## src/rtl/dual_port_ram_arbiter.sv

```systemverilog
// dual_port_ram_arbiter: round-robin sharing of both dual-port RAM ports among NUM_REQ clients.
// Define RAM_ARB_COLLISION_CNT_EN to build the saturating same-address collision counter.
module dual_port_ram_arbiter #(
    parameter int NUM_REQ = 4,
    parameter int ADDR_W  = 8,
    parameter int DATA_W  = 8,
    parameter int IDX_W   = 2
) (
    input  logic                      clk,
    input  logic                      reset,
    input  logic [NUM_REQ-1:0]        req,
    input  logic [NUM_REQ-1:0]        we,
    input  logic [NUM_REQ*ADDR_W-1:0] addr,
    input  logic [NUM_REQ*DATA_W-1:0] wdata,
    output logic [NUM_REQ-1:0]        gnt,
    output logic [NUM_REQ-1:0]        rvalid,
    output logic [NUM_REQ*DATA_W-1:0] rdata,
    output logic                      write_en_a,
    output logic                      write_en_b,
    output logic [ADDR_W-1:0]         address_a,
    output logic [ADDR_W-1:0]         address_b,
    output logic [DATA_W-1:0]         data_in_a,
    output logic [DATA_W-1:0]         data_in_b,
    input  logic [DATA_W-1:0]         data_out_a,
    input  logic [DATA_W-1:0]         data_out_b,
    output logic [15:0]               collision_cnt
);
    logic               a_vld, b_vld, hazard, gnt_b;
    logic [IDX_W-1:0]   a_idx, b_idx, last, rr_ptr, rr_nxt;
    logic [ADDR_W-1:0]  a_addr, b_addr;
    logic               tag_a_v, tag_b_v;
    logic [IDX_W-1:0]   tag_a_i, tag_b_i;
    logic [NUM_REQ-1:0] rv_nxt;

    function automatic logic [IDX_W-1:0] wrap(input int v);
        return IDX_W'(v % NUM_REQ);
    endfunction

    always_comb begin
        a_vld = 1'b0;
        b_vld = 1'b0;
        a_idx = '0;
        b_idx = '0;
        for (int k = 0; k < NUM_REQ; k++) begin
            if (req[wrap(int'(rr_ptr) + k)]) begin
                if (!a_vld) begin
                    a_vld = 1'b1;
                    a_idx = wrap(int'(rr_ptr) + k);
                end else if (!b_vld) begin
                    b_vld = 1'b1;
                    b_idx = wrap(int'(rr_ptr) + k);
                end
            end
        end
        a_addr = addr[a_idx*ADDR_W +: ADDR_W];
        b_addr = addr[b_idx*ADDR_W +: ADDR_W];
        // port B is left idle rather than handed to a later requester
        hazard = a_vld && b_vld && (a_addr == b_addr) && (we[a_idx] || we[b_idx]);
        gnt_b = b_vld && !hazard;
        gnt = '0;
        if (a_vld) gnt[a_idx] = 1'b1;
        if (gnt_b) gnt[b_idx] = 1'b1;
        last = gnt_b ? b_idx : a_idx;
        rr_nxt = a_vld ? wrap(int'(last) + 1) : rr_ptr;
        write_en_a = a_vld && we[a_idx];
        address_a = a_vld ? a_addr : '0;
        data_in_a = a_vld ? wdata[a_idx*DATA_W +: DATA_W] : '0;
        write_en_b = gnt_b && we[b_idx];
        address_b = gnt_b ? b_addr : '0;
        data_in_b = gnt_b ? wdata[b_idx*DATA_W +: DATA_W] : '0;
        rv_nxt = '0;
        if (tag_a_v) rv_nxt[tag_a_i] = 1'b1;
        if (tag_b_v) rv_nxt[tag_b_i] = 1'b1;
    end

    always_ff @(posedge clk or negedge reset) begin
        if (!reset) begin
            rr_ptr  <= '0;
            tag_a_v <= 1'b0;
            tag_b_v <= 1'b0;
            tag_a_i <= '0;
            tag_b_i <= '0;
            rvalid  <= '0;
            rdata   <= '0;
        end else begin
            rr_ptr  <= rr_nxt;
            tag_a_v <= a_vld && !we[a_idx];
            tag_a_i <= a_idx;
            tag_b_v <= gnt_b && !we[b_idx];
            tag_b_i <= b_idx;
            rvalid  <= rv_nxt;
            for (int i = 0; i < NUM_REQ; i++) begin
                if (tag_a_v && tag_a_i == IDX_W'(i))
                    rdata[i*DATA_W +: DATA_W] <= data_out_a;
                else if (tag_b_v && tag_b_i == IDX_W'(i))
                    rdata[i*DATA_W +: DATA_W] <= data_out_b;
            end
        end
    end

`ifdef RAM_ARB_COLLISION_CNT_EN
    always_ff @(posedge clk or negedge reset) begin
        if (!reset)
            collision_cnt <= '0;
        else if (hazard && collision_cnt != 16'hFFFF)
            collision_cnt <= collision_cnt + 16'd1;
    end
`else
    assign collision_cnt = '0;
`endif
endmodule

```

## config.mk

```make
export PLATFORM = sky130hd
export DESIGN_NAME = dual_port_ram_arbiter
export DESIGN_NICKNAME = d
export VERILOG_FILES = /design/src/rtl/dual_port_ram_arbiter.sv
export SDC_FILE = /design/constraint.sdc
export NUM_CORES = 1
export LEC_CHECK = 0
export CORE_ASPECT_RATIO = 0.75
export CORE_MARGIN = 1
export CORE_UTILIZATION = 45
export DETAILED_ROUTE_END_ITERATION = 8
export PLACE_DENSITY = 0.83
export RECOVER_POWER = 100
export SLEW_MARGIN = 20
export SYNTH_ARGS = -nofsm -noshare
export SYNTH_HDL_FRONTEND = slang
export SYNTH_SLANG_ARGS = --single-unit
```

## constraint.sdc

```tcl
create_clock -name clk -period 6.8 [get_ports clk]
set_input_delay 1.36 -clock clk [delete_from_list [all_inputs] [get_ports clk]]
set_output_delay 1.36 -clock clk [all_outputs]
set_load 0.03 [all_outputs]
```

==> impl_metrics.toml <==
[placed_design]
place_congestion = 0.901
io_buffer_count = 163
dpl.hpwl_um = 11700

[timing]
period_share_pct = 97.9
hold_viol_final = 0
worst_slew_pin_slew_ns = 2.34
maxSlewHeadroom_pct = -55.8
drv_slew = 45
whs_ns = 0.540
timing.fmax_mhz = 150
setup_viol_count_final = 0
rsz0062_at_grt = "yes"
min_period_ns = 6.66
skew_ns = 0.00577

[cts]
clk_pin_slew_worst_paths_ns = 0.05
htreeDepth = 2
hold_buffers = 0
clockBufferDepth = 2
root_buffer = "clkbuf_16"
cts_sinks = 44
cts_made_buffers = 5
clock_latency_ns = 0.28
cts_tree = "done"

[detailed_routing]
initialDrtViolationCount = 424
drt_first_pass_iters = 5
via_per_inst = 6.00
vias = 5008
drc_errors = 0
drt_wl_total_um = 15600
ant_nets = 0
routedWlPerCell_um = 18.7

[floorplan]
die_x_um = 119
die_h_um = 89.9
die_area_sq_um = 10700
num_rows = 31
core-area_sq_um = 9810
initial_core_util_pct = 47.2
ios = 180

[synthesis]
syn-cell-area_sq_um = 4630
ys.flop_type = "dfrtp_1"
synth_edf_count = 0
ys_types = 72
yosys_register_bits = 44
syn_inst = 541
ys_seq_area_share_pct = 23.8
synth-async-reset-ratio_pct = 100
ys_warn_count = 0
synth_area_per_cell_sq_um = 8.57

[pwr]
power_density_nw_per_um2 = 578
p_leak_nw = 2.89
p_total_w = 0.00381
peakVddDrop_uv = 379

[worst_setup_path]
critPathRequiredTime_ns = 5.44
path_depth = 18
startpoint_type = "input port"
arrival_ns = 5.30
cpMaxStageDelayCell = "clkdlybuf4s50_1"
crit_path_max_fanout = 20
endpoint_kind = "primary output"
max_stage_delay_ns = 0.43
crit_type = "input port to primary output"
crit_family = "compound AO/OA/AOI/OAI gates"
path_buf_inv = 4
reg2reg_depth = 11
path_cells = "clkdlybuf4s50_1 > nor2b_2 > a211oi_2 > a21oi_2 > ha_1 > and3b_1 > a311o_1 > a31oi_2 > o221ai_4 > buf_12 > mux2i_1 > mux2_2 > xor2_1 > o2111ai_2 > o31ai_4 > buf_4 > nor2_1 > dlygate4sd2_1"

[job]
maxCapViolations = 1

[final_layout]
multi_input_area_sq_um = 3240
ff_latch_area_sq_um = 1100
area_growth_pct = 42.3
final_nets = 793
drive_gt1_share_pct = 14.4
diodes = 0
fillers = 764

[status]
violations = "capacitance limit, slew limit"
status = "finished, violations left"

[grt]
grtUsageTotal_pct = 28.7
grt_pass1_wl_um = 25000
grt_antenna_before_repair = 0
grt_pass1_vias = 4881
grt_max_degree = 45
overflow = 0

[min_path]
whs_path_depth = 1
hp-class = "flop to flop"
routing by layer:
layer	share of wire, %	global-route usage (%)	vias to the layer above	wire length, um
met5	0	0	-	0
met4	0.91	7.81	0	142
met2	47	46.6	254	7380
li1	-	-	2297	-
met3	7.9	4.57	12	1240
met1	44	39.6	2445	6870
worst paths after layout:
path	startpoint	to	slack, ns
min in group asynchronous	reset	rdata[27]	1.78
min	tag_a_i[1]	rvalid[1]	0.54
max in group asynchronous	reset	rvalid[1]	3.69
max reg2reg	rr_ptr[0]	rr_ptr[1]	2.84
max	req[0]	write_en_b	0.14
min reg2reg	tag_a_i[1]	rvalid[1]	0.54
area by class of cell:
| cell class | instances | share of cell area (%) |
|---|---|---|
| multi-input combinational | 440 | 49.1 |
| timing repair buffer | 202 | 28.7 |
| sequential | 44 | 16.7 |
| tap | 132 | 2.50 |
| clock buffer | 6 | 1.95 |
| clock inverter | 2 | 0.531 |
| inverter | 8 | 0.455 |
cell families after synthesis:
family | after synthesis | synth area share [%]
AOI/OAI and AO/OA | 138 | 22.1
xor gates and xnor gates | 11 | 2.08
adders and majority gates | 2 | 0.540
buffers and inverters | 72 | 8.67
DFF | 44 | 23.8
muxes | 93 | 22.9
other | 1 | 0.0809
and+or+nand+nor | 180 | 19.8
placed cells by master (no fill, tap or decap), types with 4 or more instances in the layout:
cell type        Yosys  final
nand3_1              7      7
clkdlybuf4s50_1      0     97
clkbuf_16            0      5
xnor2_1              4      4
dlygate4sd2_1        0      8
a32o_1               6      6
a311oi_1            10      9
buf_4               17     48
mux2_2               8      8
a22o_1               5      5
nand3b_1             4      4
nor2_1              23     23
a21oi_1             12     10
xor2_1               7      7
nand4_1              4      4
conb_1               1     16
and2_1              11     11
mux4_2               9      9
dlygate4sd3_1        0     44
nor2b_1              6      5
and3_1              19     19
a211oi_1            19     18
dfrtp_1             44     44
mux2i_1             74     74
o21ai_0             41     41
inv_1                6      6
nand2_1             79     79
a221oi_1             7      7
repair_timing:
action / 4_1_cts / 5_1_grt
setup endpoints to repair: 9 / 18
setup buffers: 0 / 1
pin swaps: 0 / 1
resized for setup: 9 / 8
sequential cells by signal, summed over array words and instances, names as in the netlist:
register,count
tag_a_i,2
tag_b_v,1
rdata,32
tag_b_i,2
rr_ptr,2
rvalid,4
tag_a_v,1
cell usage after synthesis, drive strengths merged (4+ instances only):
cell type,count,area share [%]
inv,6,0.49
and3,19,2.6
nor2b,6,0.81
dfrtp,44,24
mux4,9,4.4
nand4,5,0.81
o31ai,4,1.1
clkbuf,27,2.2
a311oi,10,1.9
mux2i,75,16
mux2,9,2.3
xnor2,4,0.76
nand2,80,6.5
o21ai,44,4.8
a21oi,12,1.3
a221oi,7,1.3
and2,11,1.5
nand3b,4,0.65
nor2,24,2.3
a22o,5,0.94
a32o,6,1.3
buf,37,5.8
or2,4,0.54
xor2,7,1.3
nand3,7,0.76
a211oi,20,3.5
power breakdown:
| part | internal, W | switching [W] |
|---|---|---|
| Clock | 0.000173 | 0.0000938 |
| Combinational | 0.00127 | 0.00178 |
| Sequential | 0.000395 | 0.000102 |
| Total | 0.00183 | 0.00198 |
per-stage QoR:
step	util, %	instance area (sq um)	setup TNS [ns]	worst slack (ns)	std cells
final	67.2	6590	0	0.142	834
after global routing	67.2	6590	-0.112	-0.0217	834
after CTS	66.9	6570	0	0.0601	833
after detailed placement	65.3	6410	-1.37	-0.179	825
after global placement	65.3	6410	-0.174	-0.0367	825
after floorplan	-	4690	0	0.528	556
Power figures use the tool's default switching activity.
